[config.mk]
export PLATFORM = sky130hd
export DESIGN_NAME = rhd_spi_target
export DESIGN_NICKNAME = d
export VERILOG_FILES = /design/src/rtl/rhd_pkg.sv /design/src/rtl/rhd_sync_edge.sv /design/src/rtl/rhd_spi_target.sv
export SDC_FILE = /design/constraint.sdc
export NUM_CORES = 1
export LEC_CHECK = 0
export BUFFER_PORTS_ARGS = -buffer_cell sky130_fd_sc_hd__clkbuf_2
export CAP_MARGIN = 0
export CORE_UTILIZATION = 65
export DETAILED_ROUTE_END_ITERATION = 7
export PLACE_DENSITY = 0.82
export RECOVER_POWER = 50
export SETUP_SLACK_MARGIN = 0.3
export SLEW_MARGIN = 20
export SYNTH_ARGS = -nofsm -noshare
export SYNTH_HDL_FRONTEND = slang
export SYNTH_HIERARCHICAL = 1
export SYNTH_SLANG_ARGS = --single-unit
[constraint.sdc]
create_clock -name clk -period 7.81 [get_ports clk]
set_clock_uncertainty 0.2 [all_clocks]
set_input_delay 1.562 -clock clk [delete_from_list [all_inputs] [get_ports clk]]
set_output_delay 1.562 -clock clk [all_outputs]
set_load 0.05 [all_outputs]
[src/rtl/rhd_pkg.sv]
// Shared constants for the RHD2000-style SPI responder: opcodes, special command words, ROM map.
// No timing or flow control of its own.
package rhd_pkg;

  localparam logic [1:0] CMD_CONVERT = 2'b00;
  localparam logic [1:0] CMD_CALCLR  = 2'b01;
  localparam logic [1:0] CMD_WRITE   = 2'b10;
  localparam logic [1:0] CMD_READ    = 2'b11;

  localparam logic [15:0] CALIBRATE_WORD = 16'h5500;
  localparam logic [15:0] CLEAR_WORD     = 16'h6A00;

  localparam int         NUM_REGS     = 22;
  localparam int         TWOSCOMP_REG = 4;
  localparam int         TWOSCOMP_BIT = 6;
  localparam logic [7:0] WRITE_ECHO   = 8'hFF;

  localparam logic [5:0] ROM_INTAN_BASE   = 6'd40;
  localparam logic [5:0] ROM_DIE_REV      = 6'd60;
  localparam logic [5:0] ROM_UNIPOLAR     = 6'd61;
  localparam logic [5:0] ROM_NUM_AMPS     = 6'd62;
  localparam logic [5:0] ROM_CHIP_ID      = 6'd63;
  localparam logic [7:0] ROM_DIE_REV_VAL  = 8'h01;
  localparam logic [7:0] ROM_UNIPOLAR_VAL = 8'h01;

  typedef enum logic [1:0] {ST_IDLE, ST_SHIFT, ST_COMMIT} state_t;

  // Characters of the "INTAN" company string held at ROM_INTAN_BASE..+4.
  function automatic logic [7:0] intan_char(input logic [2:0] idx);
    case (idx)
      3'd0:    return 8'h49;
      3'd1:    return 8'h4E;
      3'd2:    return 8'h54;
      3'd3:    return 8'h41;
      3'd4:    return 8'h4E;
      default: return 8'h00;
    endcase
  endfunction

endpackage

[src/rtl/rhd_sync_edge.sv]
// 2-FF synchronizer with rise/fall pulses; pulses appear 2 clk after the input changes.
// No backpressure: one pulse per input transition.
module rhd_sync_edge #(
  parameter logic RST_VAL = 1'b0
) (
  input  logic clk,
  input  logic rstn,
  input  logic d,
  output logic level,
  output logic rise,
  output logic fall
);

  logic [2:0] sh;

  always_ff @(posedge clk or negedge rstn) begin
    if (!rstn) sh <= {3{RST_VAL}};
    else       sh <= {sh[1:0], d};
  end

  assign level = sh[1];
  assign rise  = sh[1] & ~sh[2];
  assign fall  = ~sh[1] & sh[2];

endmodule

[src/rtl/rhd_spi_target.sv]
// RHD2164-style SPI responder: 16-bit command frames in, results out on MISO two frames later.
// Acts 3 clk after each synchronized SPI edge; no backpressure, malformed frames are dropped.
module rhd_spi_target
  import rhd_pkg::*;
#(
  parameter logic [15:0] STARTING_SEED = 16'd0,
  parameter int          CHIP_ID       = 4,
  parameter int          NUM_AMPS      = 64
) (
  input  logic       clk,
  input  logic       rstn,
  input  logic       SCLK,
  input  logic       MOSI,
  input  logic       CS,
  output logic       MISO,
  output logic [7:0] channel_out,
  output logic       frame_done,
  output logic       frame_error
);

  logic sclk_rise, sclk_fall, cs_rise, cs_fall, mosi_lvl;
  logic unused_sclk_lvl, unused_cs_lvl, unused_mosi_rise, unused_mosi_fall;

  rhd_sync_edge #(.RST_VAL(1'b0)) u_sync_sclk (
    .clk(clk), .rstn(rstn), .d(SCLK), .level(unused_sclk_lvl), .rise(sclk_rise), .fall(sclk_fall));
  rhd_sync_edge #(.RST_VAL(1'b1)) u_sync_cs (
    .clk(clk), .rstn(rstn), .d(CS), .level(unused_cs_lvl), .rise(cs_rise), .fall(cs_fall));
  rhd_sync_edge #(.RST_VAL(1'b0)) u_sync_mosi (
    .clk(clk), .rstn(rstn), .d(MOSI), .level(mosi_lvl), .rise(unused_mosi_rise), .fall(unused_mosi_fall));

  state_t      state;
  logic [15:0] rx, tx, pipe1, pipe2, sweep;
  logic [4:0]  bitcnt;
  logic        cs_fall_pend;
  logic [7:0]  regs [NUM_REGS];

  logic [1:0]  cmd_op;
  logic [5:0]  cmd_arg;
  logic        chan_valid, chan_last;
  logic [15:0] sample, result;
  logic [7:0]  read_val;
  logic        unused_calclr_hit;

  assign cmd_op     = rx[15:14];
  assign cmd_arg    = rx[13:8];
  assign chan_valid = {26'd0, cmd_arg} < NUM_AMPS;
  assign chan_last  = {26'd0, cmd_arg} == NUM_AMPS - 1;
  assign sample     = STARTING_SEED + {10'd0, cmd_arg} + sweep;
  // Calibrate/clear have no analog side effects here; the decode only aids waveform debug.
  assign unused_calclr_hit = (rx == CALIBRATE_WORD) || (rx == CLEAR_WORD);

  always_comb begin
    read_val = 8'h00;
    if (cmd_arg < 6'(NUM_REGS)) begin
      read_val = regs[cmd_arg[4:0]];
    end else if (cmd_arg >= ROM_INTAN_BASE && cmd_arg < ROM_INTAN_BASE + 6'd5) begin
      read_val = intan_char(3'(cmd_arg - ROM_INTAN_BASE));
    end else begin
      case (cmd_arg)
        ROM_DIE_REV:  read_val = ROM_DIE_REV_VAL;
        ROM_UNIPOLAR: read_val = ROM_UNIPOLAR_VAL;
        ROM_NUM_AMPS: read_val = 8'(NUM_AMPS);
        ROM_CHIP_ID:  read_val = 8'(CHIP_ID);
        default:      read_val = 8'h00;
      endcase
    end
  end

  always_comb begin
    result = 16'h0000;
    case (cmd_op)
      CMD_CONVERT: if (chan_valid)
                     result = regs[TWOSCOMP_REG][TWOSCOMP_BIT] ? (sample ^ 16'h8000) : sample;
      CMD_CALCLR:  result = 16'h0000;
      CMD_WRITE:   result = {WRITE_ECHO, rx[7:0]};
      CMD_READ:    result = {8'h00, read_val};
      default:     result = 16'h0000;
    endcase
  end

  always_ff @(posedge clk or negedge rstn) begin
    if (!rstn) begin
      state        <= ST_IDLE;
      MISO         <= 1'b0;
      channel_out  <= 8'h00;
      frame_done   <= 1'b0;
      frame_error  <= 1'b0;
      rx           <= 16'h0000;
      tx           <= 16'h0000;
      pipe1        <= 16'h0000;
      pipe2        <= 16'h0000;
      sweep        <= 16'h0000;
      bitcnt       <= 5'd0;
      cs_fall_pend <= 1'b0;
      for (int i = 0; i < NUM_REGS; i++) regs[i] <= 8'h00;
    end else begin
      frame_done  <= 1'b0;
      frame_error <= 1'b0;
      case (state)
        ST_IDLE: begin
          MISO <= 1'b0;
          if (cs_fall || cs_fall_pend) begin
            cs_fall_pend <= 1'b0;
            bitcnt       <= 5'd0;
            tx           <= pipe2;
            MISO         <= pipe2[15];
            state        <= ST_SHIFT;
          end
        end
        ST_SHIFT: begin
          // A CS edge in the same clk as an SCLK edge takes priority.
          if (cs_rise) begin
            MISO  <= 1'b0;
            state <= ST_COMMIT;
          end else if (sclk_rise) begin
            rx <= {rx[14:0], mosi_lvl};
            if (bitcnt != 5'd17) bitcnt <= bitcnt + 5'd1;
          end else if (sclk_fall) begin
            tx   <= {tx[14:0], 1'b0};
            MISO <= tx[14];
          end
        end
        ST_COMMIT: begin
          state        <= ST_IDLE;
          cs_fall_pend <= cs_fall;
          if (bitcnt == 5'd16) begin
            pipe2      <= pipe1;
            pipe1      <= result;
            frame_done <= 1'b1;
            case (cmd_op)
              CMD_CONVERT: begin
                channel_out <= {2'b00, cmd_arg};
                if (chan_last) sweep <= sweep + 16'd1;
              end
              CMD_WRITE: if (cmd_arg < 6'(NUM_REGS)) regs[cmd_arg[4:0]] <= rx[7:0];
              default: ;
            endcase
          end else begin
            frame_error <= 1'b1;
          end
        end
        default: state <= ST_IDLE;
      endcase
    end
  end

endmodule
Yosys cells after proc, flatten, opt, wreduce, memory -nomap -nowiden
Index checks and enable logic that the tools add are counted.
- bits of input ports: 5
- register bits after elaboration: 280
- output and inout port bits: 11
- equal/unequal tests: 24
- add/sub/neg operators: 4
- magnitude comparators: 5
- bitwise operators: 11
- reductions and logical operators: 20
- multiplexer cells: 36
- operators with widths (kind ; count):
    bitwise mux 176 bit ; 1
    one-hot mux 16 bit (4 select lines) ; 1
    2-to-1 mux 15 bit ; 4
    binary-select mux 8 bit (select 5 bit) ; 1
    demux 8 bit (select 5 bit) ; 1
    2-to-1 mux 8 bit ; 5
    one-hot mux 15 bit (2 select lines) ; 1
    one-hot mux 7 bit (4 select lines) ; 1
    equality test 6 bit, second input constant ; 4
    one-hot mux 7 bit (3 select lines) ; 1
    2-to-1 mux 5 bit ; 4
    adder 16 x 1 -> 16 bit, second input constant ; 1
    adder 6 x 16 -> 16 bit ; 1
    2-to-1 mux 16 bit ; 1
    inequality test 2 bit, second input constant ; 7
    greater-or-equal comparator 6 bit, second input constant ; 2
    one-hot mux 5 bit (2 select lines) ; 1
    AND reduction 5 bit ; 2
    2-to-1 mux 1 bit ; 9
    AND reduction 3 bit ; 3
    AND reduction 4 bit ; 2
    equality test 2 bit, second input constant ; 3
    equality test 3 x 2 -> 1 bit, second input constant ; 2
    less-than comparator 6 x 1 -> 1 bit, second input constant ; 1
    23 further kinds ; 41

Longest topological paths before layout
- depth in word-level cells: 7
- gate-level depth with buffers: 11

Cells and area by module
Netlist, hierarchy kept.
- by module, submodules not included (module ; instances ; area each (µm²) ; cells an instance):
    rhd_spi_target ; 1 ; 13003.7 ; 1028
    rhd_sync_edge (u_sync_mosi ...) ; 2 ; 90.1 ; 5
    rhd_sync_edge (u_sync_cs) ; 1 ; 93.8 ; 5

Worst setup path before layout
No wires, ideal clock.
- path kind: flip-flop to flip-flop
- start: register rx[9]
- end: register pipe1[10]
- path slack: 5.265 ns
- cell stages (with the launch flop): 10
- data arrival time: 2.219 ns
- path through: dfrtp_1 > buf_4 > clkinv_1 > fa_1 > nor2b_1 > o31a_1 > o21ai_0 > a211oi_1 > mux2i_1 > a221o_1
- word-level cells in the longest chain between the ends: 3
- RTL lines (what ; RTL line ; source):
    from (decl) ; rhd_spi_target.sv:32 ; logic [15:0] rx, tx, pipe1, pipe2, sweep;
    from (signal assigned) ; rhd_spi_target.sv:116 ; rx <= {rx[14:0], mosi_lvl};
    adder 6 x 16 -> 16 bit ; rhd_spi_target.sv:48 ; assign sample = STARTING_SEED + {10'd0, cmd_arg} + sweep;
    2-to-1 mux 16 bit ; rhd_spi_target.sv:73 ; result = regs[TWOSCOMP_REG][TWOSCOMP_BIT] ? (sample ^ 16'h8000) : sample;
    one-hot mux 16 bit (4 select lines) ; rhd_spi_target.sv:71 ; case (cmd_op)
    to (signal assigned) ; rhd_spi_target.sv:128 ; pipe1 <= result;
    to (decl) ; rhd_spi_target.sv:32 ;
No other way between the ends.
A chain may end at the register's enable or synchronous reset.

Worst setup path in the final report
- start: register bitcnt[0]
- end: register pipe1[7]
- word-level cells in the longest chain between the ends: 2
- RTL lines (what ; RTL line ; source):
    from (decl) ; rhd_spi_target.sv:33 ; logic [4:0] bitcnt;
    from (signal assigned) ; rhd_spi_target.sv:117 ; if (bitcnt != 5'd17) bitcnt <= bitcnt + 5'd1;
    equality test 5 bit ; rhd_spi_target.sv:126 ; if (bitcnt == 5'd16) begin
    AND reduction 2 bit (no source line) ; -- ;
No other way between the ends.

==> summary.txt <==
Pre-antenna DRT Iters: 6
Via-per-instance ratio: 6.36
# IOs: 16
Hold Vio Cnt, Final: 0
Slew margin rel.: -27.7%
Failing checks: capacitance limit, slew limit
VDD IR max: 0.000197 V
Buffers on Ports: 13
Detailed-route via count: 8355
Worst skew pair latency: 570 ps
# Max-Cap Violations: 2
Area growth syn-to-layout: 8.22%
Min-delay src: u_sync_sclk/sh[0]
1st-iter DRT viols: 546
Final setup violation count: 0
Status: finished, violations left
Die area: 0.0209 mm²
Antenna viol nets, final: 0
Final wirelength: 28100 µm
Drc violations: 0
Max Root-Sink Buffers: 3
FILL cells: 1304
Setup TNS: 0 ps
Slew Viols, Final: 71
Core ar.: 0.0197 mm²
CTS root buffer: clkbuf_16
TritonCTS buffer count: 29
Die height: 145 µm
GP Congestion: 0.893
Hold_buf cts: 0
Site Rows: 51
Pin count of the biggest net entering global routing: 177
Syn avg cell area: 12.7 µm²
Critical Path RT: 8050 ps
Commonest non-fill, non-tap cell in the layout: dfrtp_1
Drt wl/cell: 21.4 µm
Most frequent cells in the layout: dfrtp_1, mux2_2, nand2_1
Placed cell area: 0.0134 mm²
Reported leakage power: 6.87 nW
Tmin final: 4470 ps
Crit Path Class: register to register
Share of cells above drive strength 1: 32.1%
# diodes: 0
Max Clk Rate: 224 MHz
Maximum fanout along the worst path: 39
Critical Path AT: 4700 ps
Worst-Margin Slew: 1920 ps
Worst setup EP type: register
Post-CTS Setup Inserts: 0
Layout net count: 1044
HP Class: register to register
Reg-to-reg startpoint: bitcnt[0]
Crit path from: bitcnt[0]
Synth Instances: 1040
GRT Overall Usage: 28.6%
Initial Util: 67.1%
Clock slew at reported path FFs: 60 ps
Warnings from Yosys: 6
Chip width: 145 µm
TritonCTS clock tree: done
Period utilisation layout: 57.2%
Fin area: 0.0143 mm²
RSZ-0062 raised after global routing: no
Post-CTS sizing: 0
Worst Setup Start Kind: register
Pwr dens: 226 mW/mm²
Synth Cell Area: 0.0132 mm²
Vias in the first global route: 8422
Overflow after GRT: 0
First-pass GRT wire length: 45400 µm
Initial antenna violation count: 0
Post-DP HPWL: 17300 µm
Clk sinks: 280
Clock H-tree levels: 1
## metal layers
| metal | vias up | wire (µm) | share of wire [%] | track usage (%) |
|---|---|---|---|---|
| met2 | 270 | 13700 | 49 | 47.3 |
| li1 | 3701 | - | - | - |
| met5 | - | 0 | 0 | 0 |
| met1 | 4304 | 12000 | 43 | 38.6 |
| met4 | 0 | 926 | 3.3 | 10.2 |
| met3 | 80 | 1480 | 5.3 | 4.41 |
## report_power, final
part	leakage [nW]	internal, W	switching (W)
clock	0.467	0.000773	0.000573
combinational	2.56	0.0000816	0.000169
sequential	3.85	0.00151	0.000125
total	6.87	0.00237	0.000867
## layout make-up
class	instances	area (µm²)	area share (%)
clock buffer	39	823	5.75
clock inverter	12	109	0.760
inverter	12	45.0	0.314
multi-input combinational	681	5840	40.8
sequential	280	7020	49.0
tap	265	332	2.31
timing repair buffer	24	159	1.11
## path summary, 6_finish.rpt
kind / endpoint / slack (ps) / depth (start not counted)
min in group asynchronous: frame_error / 830 / 1
setup reg to reg: pipe1[7] / 3340 / 8
hold reg to reg: u_sync_sclk/sh[1] / 150 / 0
setup / recovery: pipe1[7] / 3340 / 8
hold / removal: u_sync_sclk/sh[1] / 150 / 0
max in group asynchronous: rx[8] / 5090 / 2
## flip-flops by register name (all words and copies together), names as in the netlist
| signal | count |
|---|---|
| pipe1 | 16 |
| rx | 16 |
| frame_done | 1 |
| channel_out | 6 |
| MISO | 1 |
| tx | 15 |
| sweep | 16 |
| frame_error | 1 |
| pipe2 | 16 |
| state | 2 |
| regs | 176 |
| u_sync_cs/sh | 3 |
| u_sync_sclk/sh | 3 |
| u_sync_mosi/sh | 2 |
| bitcnt | 5 |
| cs_fall_pend | 1 |
## through the flow
| stage | power [W] | hold slack, ps | setup slack, ps | std cells | util (%) |
|---|---|---|---|---|---|
| after global placement | 0.00190 | 133 | 4200 | 1262 | 68.0 |
| after floorplan | 0.00178 | 131 | 5270 | 1041 | - |
| after CTS | 0.00326 | 155 | 4050 | 1313 | 72.8 |
| after global routing | 0.00335 | 157 | 2900 | 1313 | 72.7 |
| final | 0.00324 | 155 | 3340 | 1313 | 72.7 |
| after detailed placement | 0.00192 | 145 | 4080 | 1262 | 68.0 |
## worst max-delay path, stage by stage, from the launching register on
cell	delay [ps]
dfrtp_1	390
inv_1	90
ha_1	220
nand3_1	70
clkbuf_1	1170
clkinv_1	1180
nand3_1	540
nor3_1	130
a211o_1	320
Power figures use the tool's default switching activity.
